**config.mk**
```make
export PLATFORM = sky130hd
export DESIGN_NAME = clock
export DESIGN_NICKNAME = d
export VERILOG_FILES = /design/src/rtl/clock_pkg.sv /design/src/rtl/clock_prescaler.sv /design/src/rtl/clock.sv
export SDC_FILE = /design/constraint.sdc
export NUM_CORES = 1
export LEC_CHECK = 0
export CORE_AREA = 2 2 42 44
export DETAILED_ROUTE_END_ITERATION = 6
export DIE_AREA = 0 0 44 46
export PLACE_DENSITY = 0.44
export SLEW_MARGIN = 20
export SYNTH_ARGS = -nofsm -noshare
export SYNTH_HDL_FRONTEND = slang
export SYNTH_SLANG_ARGS = --single-unit
```
**constraint.sdc**
```tcl
create_clock -name clk50 -period 2.8 [get_ports clk50]
set_clock_uncertainty 0.05 [all_clocks]
set_input_delay 0.56 -clock clk50 [delete_from_list [all_inputs] [get_ports clk50]]
set_output_delay 0.56 -clock clk50 [all_outputs]
set_load 0.01 [all_outputs]
```
**src/rtl/clock_pkg.sv**
```systemverilog
// Shared constants for the sample-rate clock generator.
// Base prescale factor and counter widths.
package clock_pkg;
  localparam int PRESCALE_DEF = 4;
  localparam int CNT_W        = 2;
  localparam int RATIO_W      = 3;
endpackage

```
**src/rtl/clock_prescaler.sv**
```systemverilog
// Modulo-PRESCALE base-tick counter.
// Holds while run is low; tick flags the last count.
module clock_prescaler
  import clock_pkg::*;
#(
  parameter int PRESCALE = PRESCALE_DEF,
  parameter int W        = CNT_W
) (
  input  logic clk50,
  input  logic rst_n,
  input  logic run,
  output logic tick
);

  logic [W-1:0] counter_q;
  logic [W-1:0] counter_d;

  // Advance while running; power-of-two size wraps naturally.
  always_comb begin
    counter_d = counter_q;
    if (run) counter_d = counter_q + 1'b1;
  end

  // Counter register.
  always_ff @(posedge clk50 or negedge rst_n) begin
    if (!rst_n) counter_q <= '0;
    else        counter_q <= counter_d;
  end

  assign tick = (counter_q == W'(PRESCALE - 1));

endmodule

```
**src/rtl/clock.sv**
```systemverilog
// Sample-rate clock: base-rate square wave, stretched
// by ratio+1 in slow interpolated playback, frozen on pause.
module clock
  import clock_pkg::*;
#(
  parameter int PRESCALE = PRESCALE_DEF
) (
  input  logic               clk50,
  input  logic               rst_n,
  input  logic [RATIO_W-1:0] ratio,
  input  logic               isNormalSpeed,
  input  logic               interp,
  input  logic               pause,
  input  logic               isRecord,
  output logic               clkOut
);

  logic               run;
  logic               slow;
  logic               tick;
  logic [RATIO_W-1:0] counter2_q;
  logic [RATIO_W-1:0] counter2_d;
  logic               slow_clock_q;
  logic               slow_clock_d;

  assign run  = isRecord | ~pause;
  assign slow = ~isRecord & ~isNormalSpeed & interp;

  clock_prescaler #(
    .PRESCALE (PRESCALE),
    .W        ($clog2(PRESCALE))
  ) u_pre (
    .clk50 (clk50),
    .rst_n (rst_n),
    .run   (run),
    .tick  (tick)
  );

  // On each tick toggle, or count up toward ratio in slow mode.
  // The >= compare lets a lowered ratio wrap on the next tick.
  always_comb begin
    counter2_d   = counter2_q;
    slow_clock_d = slow_clock_q;
    if (run && tick) begin
      if (!slow || (counter2_q >= ratio)) begin
        slow_clock_d = ~slow_clock_q;
        counter2_d   = '0;
      end else begin
        counter2_d = counter2_q + 1'b1;
      end
    end
  end

  // Stretch counter and output toggle flop.
  always_ff @(posedge clk50 or negedge rst_n) begin
    if (!rst_n) begin
      counter2_q   <= '0;
      slow_clock_q <= 1'b0;
    end else begin
      counter2_q   <= counter2_d;
      slow_clock_q <= slow_clock_d;
    end
  end

  assign clkOut = slow_clock_q;

endmodule

```
==> results_dict.tcl <==
set metrics [dict create \
    fp.dieH_um 46 \
    cts_buffer_depth 2 \
    die-area_um2 2020 \
    path_cells "clkdlybuf4s50_1, inv_1, ha_1, or4b_4, a221oi_4, nand3_1, o22ai_1" \
    slowest_stage "or4b_4" \
    setup-tns-final_ns 0 \
    rows 15 \
    cts_setup_buffers 0 \
    worstSetupStartpointType "input pin" \
    maxCapViolCount 0 \
    vias_per_cell 4.00 \
    cp.buffers_inverters 2 \
    syn-cell-area_um2 368 \
    clk_pin_slew_ns 0.05 \
    grt_overflow 0 \
    core_area_um2 1610 \
    grt.total_usage_pct 7.44 \
    power_leakage_uw 0.000224 \
    htreeDepth 1 \
    yosys.area.top_type "dfrtp_1" \
    layout.cells.non_filler 64 \
    antenna_cells 0 \
    postCtsHoldBufs 0 \
    fin_nets 63 \
    clk_latency_ns 0.24 \
    syn_to_final_growth_pct 36.4 \
    drc 0 \
    finalCritPeriodShare_pct 79.2 \
    drtIter0Drc 2 \
    synthTopCellsByArea "dfrtp_1, ha_1, a221oi_4" \
    first_pass_iters 2 \
    synth-seq-area-share_pct 40.8 \
    clkSinkCount 6 \
    ios 10 \
    synth_top_area_share_pct 40.8 \
    place.gp.congestion 0.600 \
    cts_tree "built" \
    maxSlewViolCount 0 \
    grt_max_degree 7 \
    root_buffer "clkbuf_4" \
    hpwl_um 499 \
    worst-slew-pin-transition_ns 0.273 \
    worstPathMaxFanout 4 \
    rsz0062_at_grt "false" \
    hold_violations 0 \
    antenna_found_initial 0 \
    cts_buffers 3 \
    die_x_um 44 \
    fillCellCount 170 \
    hold_class "register to register" \
    dp.cells 61 \
    vias 256 \
    vdd_drop_max_mv 0.210 \
    end_kind "register" \
    start_util_pct 22.8 \
    path_delay_family "simple AND/OR/NAND/NOR gates" \
    yosysWarnings 0 \
    syn_inst 35 \
    ys_ff_latch 6 \
    grt_pass1_vias 247 \
    synth_cell_types 15 \
    ant_nets 0 \
    syn_avg_cell_area_um2 10.5 \
    wl_per_cell_um 9.67 \
    drive_gt1_share_pct 12.8 \
    power_density_nw_per_um2 665 \
    crit_arrival_ns 2.33 \
    grt_pass1_wl_um 1010 \
    fin_crit_ns 2.22 \
    ctsResizeCount 0 \
    relSlewSlack_pct 81.7 \
    max_stage_delay_ns 0.55 \
    setup_violations 0 \
    crit_type "input pin to register" \
    status "finished clean" \
    required_ns 2.91 \
    drt-total-wl_um 619 \
    port-buffer-count 9 \
    fmax_mhz 451 \
    syn_nets 49 \
]
## worst register-to-register path, cell delays in order (launching register included)
cell and delay, ns:
dfrtp_1 0.37, ha_1 0.18, or4b_4 0.55, a221oi_4 0.26, nand3_1 0.16, o22ai_1 0.14
## worst paths after layout
kind                            cells past startpoint                  to  slack [ns]          start
worst min-delay path                                1              clkOut        0.42         clkOut
max in group asynchronous                           1  u_pre.counter_q[1]        1.97          rst_n
min in group asynchronous                           1       counter2_q[0]        0.51          rst_n
worst max-delay path                                7       counter2_q[2]        0.58       ratio[2]
worst min register to register                      1              clkOut        0.42         clkOut
worst max register to register                      5       counter2_q[2]        1.03  counter2_q[2]
## kinds of logic after synthesis
family | after synthesis | share of synthesized area, %
fa+ha+maj | 5 | 17.0
xor+xnor | 2 | 4.76
buf+inv | 5 | 5.10
flops | 6 | 40.8
simple gates | 11 | 16.3
compound gates | 5 | 12.9
mux | 1 | 3.06
## where the power goes
part / switching, uW / internal (uW)
Combinational: 51.3 / 64.0
Clock: 31.4 / 48.5
Sequential: 20.8 / 118
Total: 103 / 230
## sequential cells by signal, indices dropped and copies added (netlist names)
| name | flops |
|---|---|
| u_pre.counter_q | 2 |
| counter2_q | 3 |
| clkOut | 1 |
## layer usage
layer  share of wire, %  global-route usage, %
met1                 47                   8.87
met2                 47                   10.0
met3                6.5                   2.78
met4                  0                   7.27
met5                  0                      0
## placed cells by master (no fill, tap or decap), drive strengths merged
master         synthesis  layout
mux2                   1       1
a221oi                 1       1
and2                   1       1
inv                    5       5
nor2                   1       1
or4b                   1       1
a21oi                  1       1
xor2                   2       2
nand3                  1       1
dfrtp                  6       6
nand2                  5       5
clkdlybuf4s50          0       9
nand2b                 2       2
o21ai                  2       2
ha                     5       5
clkbuf                 0       3
o22ai                  1       1
## final cells by class
class	count	area (um^2)	area share, %
Inverter	5	18.8	3.74
Sequential cell	6	150	29.9
Timing Repair Buffer	9	90.1	18.0
Clock buffer	3	22.5	4.49
Multi-Input combinational cell	24	199	39.7
Tap cell	17	21.3	4.24
## Yosys cell counts (all sizes together)
library cell / instances
inv: 5
nand2b: 2
nor2: 1
dfrtp: 6
ha: 5
nand3: 1
a221oi: 1
mux2: 1
o21ai: 2
and2: 1
nand2: 5
a21oi: 1
xor2: 2
o22ai: 1
or4b: 1
## metrics by stage
stage	util [%]	hold WS [ns]	power (uW)	area, um^2	setup slack [ns]
5_1_grt	31.1	0.434	363	502	0.468
3_3_place_gp	29.7	0.408	255	479	0.314
3_5_place_dp	29.7	0.416	257	479	0.301
6_report	31.1	0.421	334	502	0.581
4_1_cts	31.1	0.423	340	502	0.558
2_1_floorplan	-	0.214	214	368	0.891
(Power assumes the default switching activity.)
